**src/rtl/alarm_clock_pkg.sv**
```systemverilog
// Shared types and constants for the alarm clock keypad/button sequencer.
package alarm_clock_pkg;

   typedef enum logic [2:0] {
      SHOW_TIME        = 3'd0,
      KEY_STORED       = 3'd1,
      KEY_WAITED       = 3'd2,
      KEY_ENTRY        = 3'd3,
      SHOW_ALARM       = 3'd4,
      SET_ALARM_TIME   = 3'd5,
      SET_CURRENT_TIME = 3'd6
   } alarm_state_t;

   localparam logic [3:0] NOKEY             = 4'd10;
   localparam int         TIMEOUT_S_DEFAULT = 10;

endpackage

```
**src/rtl/alarm_clock_timeout_cnt.sv**
```systemverilog
// Keypad-inactivity timer: counts one_second pulses while enabled and flags
// the pulse that completes TIMEOUT_S seconds.
module alarm_clock_timeout_cnt
   import alarm_clock_pkg::*;
#(
   parameter int TIMEOUT_S = TIMEOUT_S_DEFAULT
) (
   input  logic clk,
   input  logic reset,
   input  logic en,
   input  logic clr,
   input  logic one_second,
   output logic timeout
);

   localparam logic [3:0] LAST_COUNT = 4'(TIMEOUT_S - 1);

   logic [3:0] count;

   assign timeout = en && one_second && (count == LAST_COUNT);

   // Clearing on timeout as well keeps the counter from ever wrapping.
   always_ff @(posedge clk) begin
      if (reset || clr || timeout) begin
         count <= 4'd0;
      end else if (en && one_second) begin
         count <= count + 4'd1;
      end
   end

endmodule

```
**src/rtl/alarm_clock_fsm.sv**
```systemverilog
// Keypad and button sequencing controller: Moore FSM driving the key-register
// shift, display select and alarm/current-time load strobes.
module alarm_clock_fsm
   import alarm_clock_pkg::*;
#(
   parameter int TIMEOUT_S = TIMEOUT_S_DEFAULT
) (
   input  logic       clk,
   input  logic       reset,
   input  logic       one_second,
   input  logic [3:0] key,
   input  logic       alarm_button,
   input  logic       time_button,
   output logic       shift,
   output logic       show_new_time,
   output logic       show_a,
   output logic       load_new_a,
   output logic       load_new_c
);

   alarm_state_t state;
   alarm_state_t state_next;
   logic         key_valid;
   logic         cnt_en;
   logic         timeout;

   // Codes 10..15 (NOKEY and the unused codes) all read as "no key".
   assign key_valid = (key < NOKEY);
   assign cnt_en    = (state == KEY_WAITED) || (state == KEY_ENTRY);

   alarm_clock_timeout_cnt #(
      .TIMEOUT_S (TIMEOUT_S)
   ) u_timeout_cnt (
      .clk        (clk),
      .reset      (reset),
      .en         (cnt_en),
      .clr        (!cnt_en),
      .one_second (one_second),
      .timeout    (timeout)
   );

   always_ff @(posedge clk) begin
      if (reset) begin
         state <= SHOW_TIME;
      end else begin
         state <= state_next;
      end
   end

   always_comb begin
      state_next = state;
      case (state)
         SHOW_TIME: begin
            if (alarm_button)   state_next = SHOW_ALARM;
            else if (key_valid) state_next = KEY_STORED;
         end
         // A single cycle here gives exactly one shift per key press.
         KEY_STORED: state_next = KEY_WAITED;
         KEY_WAITED: begin
            if (timeout)         state_next = SHOW_TIME;
            else if (!key_valid) state_next = KEY_ENTRY;
         end
         KEY_ENTRY: begin
            if (alarm_button)     state_next = SET_ALARM_TIME;
            else if (time_button) state_next = SET_CURRENT_TIME;
            else if (key_valid)   state_next = KEY_STORED;
            else if (timeout)     state_next = SHOW_TIME;
         end
         SHOW_ALARM: begin
            if (!alarm_button) state_next = SHOW_TIME;
         end
         SET_ALARM_TIME:   state_next = SHOW_TIME;
         SET_CURRENT_TIME: state_next = SHOW_TIME;
         default:          state_next = SHOW_TIME;
      endcase
   end

   always_comb begin
      shift         = 1'b0;
      show_new_time = 1'b0;
      show_a        = 1'b0;
      load_new_a    = 1'b0;
      load_new_c    = 1'b0;
      case (state)
         KEY_STORED: begin
            shift         = 1'b1;
            show_new_time = 1'b1;
         end
         KEY_WAITED:       show_new_time = 1'b1;
         KEY_ENTRY:        show_new_time = 1'b1;
         SHOW_ALARM:       show_a        = 1'b1;
         SET_ALARM_TIME:   load_new_a    = 1'b1;
         SET_CURRENT_TIME: load_new_c    = 1'b1;
         default: ;
      endcase
   end

endmodule

```
**config.mk**
```make
export PLATFORM = sky130hd
export DESIGN_NAME = alarm_clock_fsm
export DESIGN_NICKNAME = d
export VERILOG_FILES = /design/src/rtl/alarm_clock_pkg.sv /design/src/rtl/alarm_clock_timeout_cnt.sv /design/src/rtl/alarm_clock_fsm.sv
export SDC_FILE = /design/constraint.sdc
export NUM_CORES = 1
export LEC_CHECK = 0
export ABC_AREA = 1
export CAP_MARGIN = 20
export CORE_MARGIN = 2
export CORE_UTILIZATION = 40
export CTS_CLUSTER_SIZE = 20
export DETAILED_ROUTE_END_ITERATION = 10
export GPL_TIMING_DRIVEN = 0
export HOLD_SLACK_MARGIN = 0.02
export PLACE_DENSITY = 0.64
export SKIP_CTS_REPAIR_TIMING = 1
export SLEW_MARGIN = 15
export SYNTH_ARGS = -nofsm -noshare
export SYNTH_HDL_FRONTEND = slang
export SYNTH_SLANG_ARGS = --single-unit
```
**constraint.sdc**
```tcl
create_clock -name clk -period 1.55 [get_ports clk]
set_input_delay 0.31 -clock clk [delete_from_list [all_inputs] [get_ports clk]]
set_output_delay 0.31 -clock clk [all_outputs]
set_load 0.1 [all_outputs]
```
==> results.sh <==
export IMPL_hold_viol=0
export IMPL_diodes=0
export IMPL_htree_levels=1
export IMPL_syn_nets=98
export IMPL_power_switching_mw=0.764
export IMPL_wire_per_inst_um=9.36
export IMPL_power_density_nw_per_um2=1710
export IMPL_initialDrtViolationCount=14
export IMPL_reg2reg_from="u_timeout_cnt.count[0]$_SDFFE_PP0P_"
export IMPL_relSlewSlack=0.815
export IMPL_hold_path_class="reg -> reg"
export IMPL_hp_start="u_timeout_cnt.count[3]$_SDFFE_PP0P_"
export IMPL_layout_commonest_cell="nand2_1"
export IMPL_synth_cells=87
export IMPL_gp_congestion=0.762
export IMPL_hpwlAfterDp_um=899
export IMPL_die_h_um=41.4
export IMPL_cts_tree="built"
export IMPL_io_pins=14
export IMPL_drive_gt1_frac=0.301
export IMPL_pwr_share_clk=0.121
export IMPL_grt_overflow=0
export IMPL_required_ns=1.24
export IMPL_grt_max_degree=9
export IMPL_cp_start_kind="flip-flop"
export IMPL_internal_power_mw=0.579
export IMPL_power_mw=1.34
export IMPL_skew_ns=0.00162
export IMPL_pwr_share_seq=0.192
export IMPL_io_buffers=12
export IMPL_path_class="reg -> out"
export IMPL_max_clock_freq_ghz=0.666
export IMPL_clk_latency_ns=0.24
export IMPL_placed_cells_incl_taps=114
export IMPL_layout_common_cells="nand2_1, inv_1, nor2_1, a21oi_1, clkdlybuf4s50_1"
export IMPL_yosys_area_top_type="dfxtp_1"
export IMPL_finalWorstPathRequiredPeriod_ns=1.50
export IMPL_numCtsBuffers=3
export IMPL_drtPass1Iterations=4
export IMPL_grtUsageTotal=0.162
export IMPL_antenna_found_initial=0
export IMPL_vias=561
export IMPL_yosys_warnings=0
export IMPL_grt_pass1_wl_um=1850
export IMPL_crit_arrival_ns=1.19
export IMPL_yosys_top_cells_area="dfxtp_1, nand2_1, inv_1"
export IMPL_viasPerCell=4.75
export IMPL_yosysSeqAreaShare=0.251
export IMPL_drc=0
export IMPL_synth_top_area_frac=0.251
export IMPL_dieArea_um2=1710
export IMPL_synth_cell_types=20
export IMPL_core_um2=1300
export IMPL_cts_sinks=7
export IMPL_utilization=0.605
export IMPL_die_w_um=41.4
export IMPL_syn_area_um2=559
export IMPL_grt_setup_unrepaired="no"
export IMPL_p_comb_frac=0.688
export IMPL_setup_viol=0
export IMPL_cp_max_fo=8
export IMPL_crit_path_end_kind="output pin"
export IMPL_switching_share=0.569
export IMPL_nets=115
export IMPL_drv_slew=0
export IMPL_leakagePower_nw=0.356
export IMPL_final_period_utilization=0.969
export IMPL_vdd_drop_max_mv=0.956
export IMPL_dpl_cell_area_um2=752
export IMPL_postSynthAreaPerCell_um2=6.43
export IMPL_root_buffer="clkbuf_4"
export IMPL_crit_start="state[1]$_SDFFE_PP0P_"
export IMPL_layout_cells_non_filler=118
export IMPL_max_cap_viol_count=0
export IMPL_outcome="complete, no violations"
export IMPL_wirelength_um=1100
export IMPL_cts_path_max_buffers=2
export IMPL_rows=13
export IMPL_ys_ff_latch=7
export IMPL_finalInstanceArea_um2=787
export IMPL_area_growth_pct=40.7
export IMPL_clk_pin_slew_ns=0.05
export IMPL_worstMarginPinSlew_ns=0.280
export IMPL_start_util=0.430
export IMPL_finalSetupTns_ns=0
export IMPL_final_antenna_net_count=0
export IMPL_first_global_vias=489
critical path, cell delays in order (launching register included):
cell	delay, ns
dfxtp_1	0.30
buf_6	0.14
inv_4	0.08
nand2_2	0.07
nor2_4	0.12
buf_6	0.23
worst paths after layout:
path                                                            end  slack [ns]  cells after the start
worst max register to register                state[1]$_SDFFE_PP0P_        0.15                     10
worst min-delay path            u_timeout_cnt.count[3]$_SDFFE_PP0P_        0.49                      2
worst max-delay path                                         show_a        0.05                      5
worst min register to register  u_timeout_cnt.count[3]$_SDFFE_PP0P_        0.49                      2
cell type report:
class,instances,area [um^2]
fill,135,514
buffer,1,11.3
sequential,7,141
multi-input combinational,62,394
tap,15,18.8
clock buffer,4,26.3
timing repair buffer,12,126
inverter,17,68.8
state kept, by name, summed over array words and instances (netlist names):
| name | flops |
|---|---|
| state | 3 |
| u_timeout_cnt.count | 4 |
layer usage:
layer	vias to the layer above	GRT usage	wire (um)
li1	305	-	-
met1	248	0.218	546
met2	8	0.262	528
met3	0	0.0319	30
met4	0	0.0484	0
met5	-	0	0
stage by stage:
| stage | setup WS (ns) | hold WS [ns] |
|---|---|---|
| after global placement | -0.637 | 0.475 |
| after global routing | 0.0000420 | 0.523 |
| after floorplan | -0.137 | 0.449 |
| after detailed placement | -0.630 | 0.483 |
| after CTS | -0.909 | 0.491 |
| final | 0.0477 | 0.487 |
kinds of logic after synthesis:
kind of cell | count (synthesis) | share of synthesized area
fa+ha+maj | 2 | 0.0447
compound gates | 10 | 0.0940
simple gates | 50 | 0.488
buf+inv | 18 | 0.123
flops | 7 | 0.251
Yosys cell counts:
cell / instances
nor3b_1: 1
nand2_4: 2
nand3_2: 4
dfxtp_1: 7
inv_1: 14
nand2_1: 19
nand3_4: 1
or2_2: 1
buf_2: 1
nor2_1: 9
nand3_1: 3
or2_0: 2
nand4_1: 2
a21oi_1: 8
nor3_1: 3
nand2_2: 3
o21bai_1: 1
o21ai_1: 1
inv_2: 3
ha_1: 2
power by group through the flow:
stage	combinational [mW]	clock [mW]	sequential (mW)
after global placement	0.913	0	0.258
after CTS	0.917	0.173	0.253
after detailed placement	0.915	0	0.257
after global routing	0.990	0.180	0.261
after floorplan	0.757	0	0.250
final	0.923	0.162	0.257
Power figures use the tool's default switching activity.
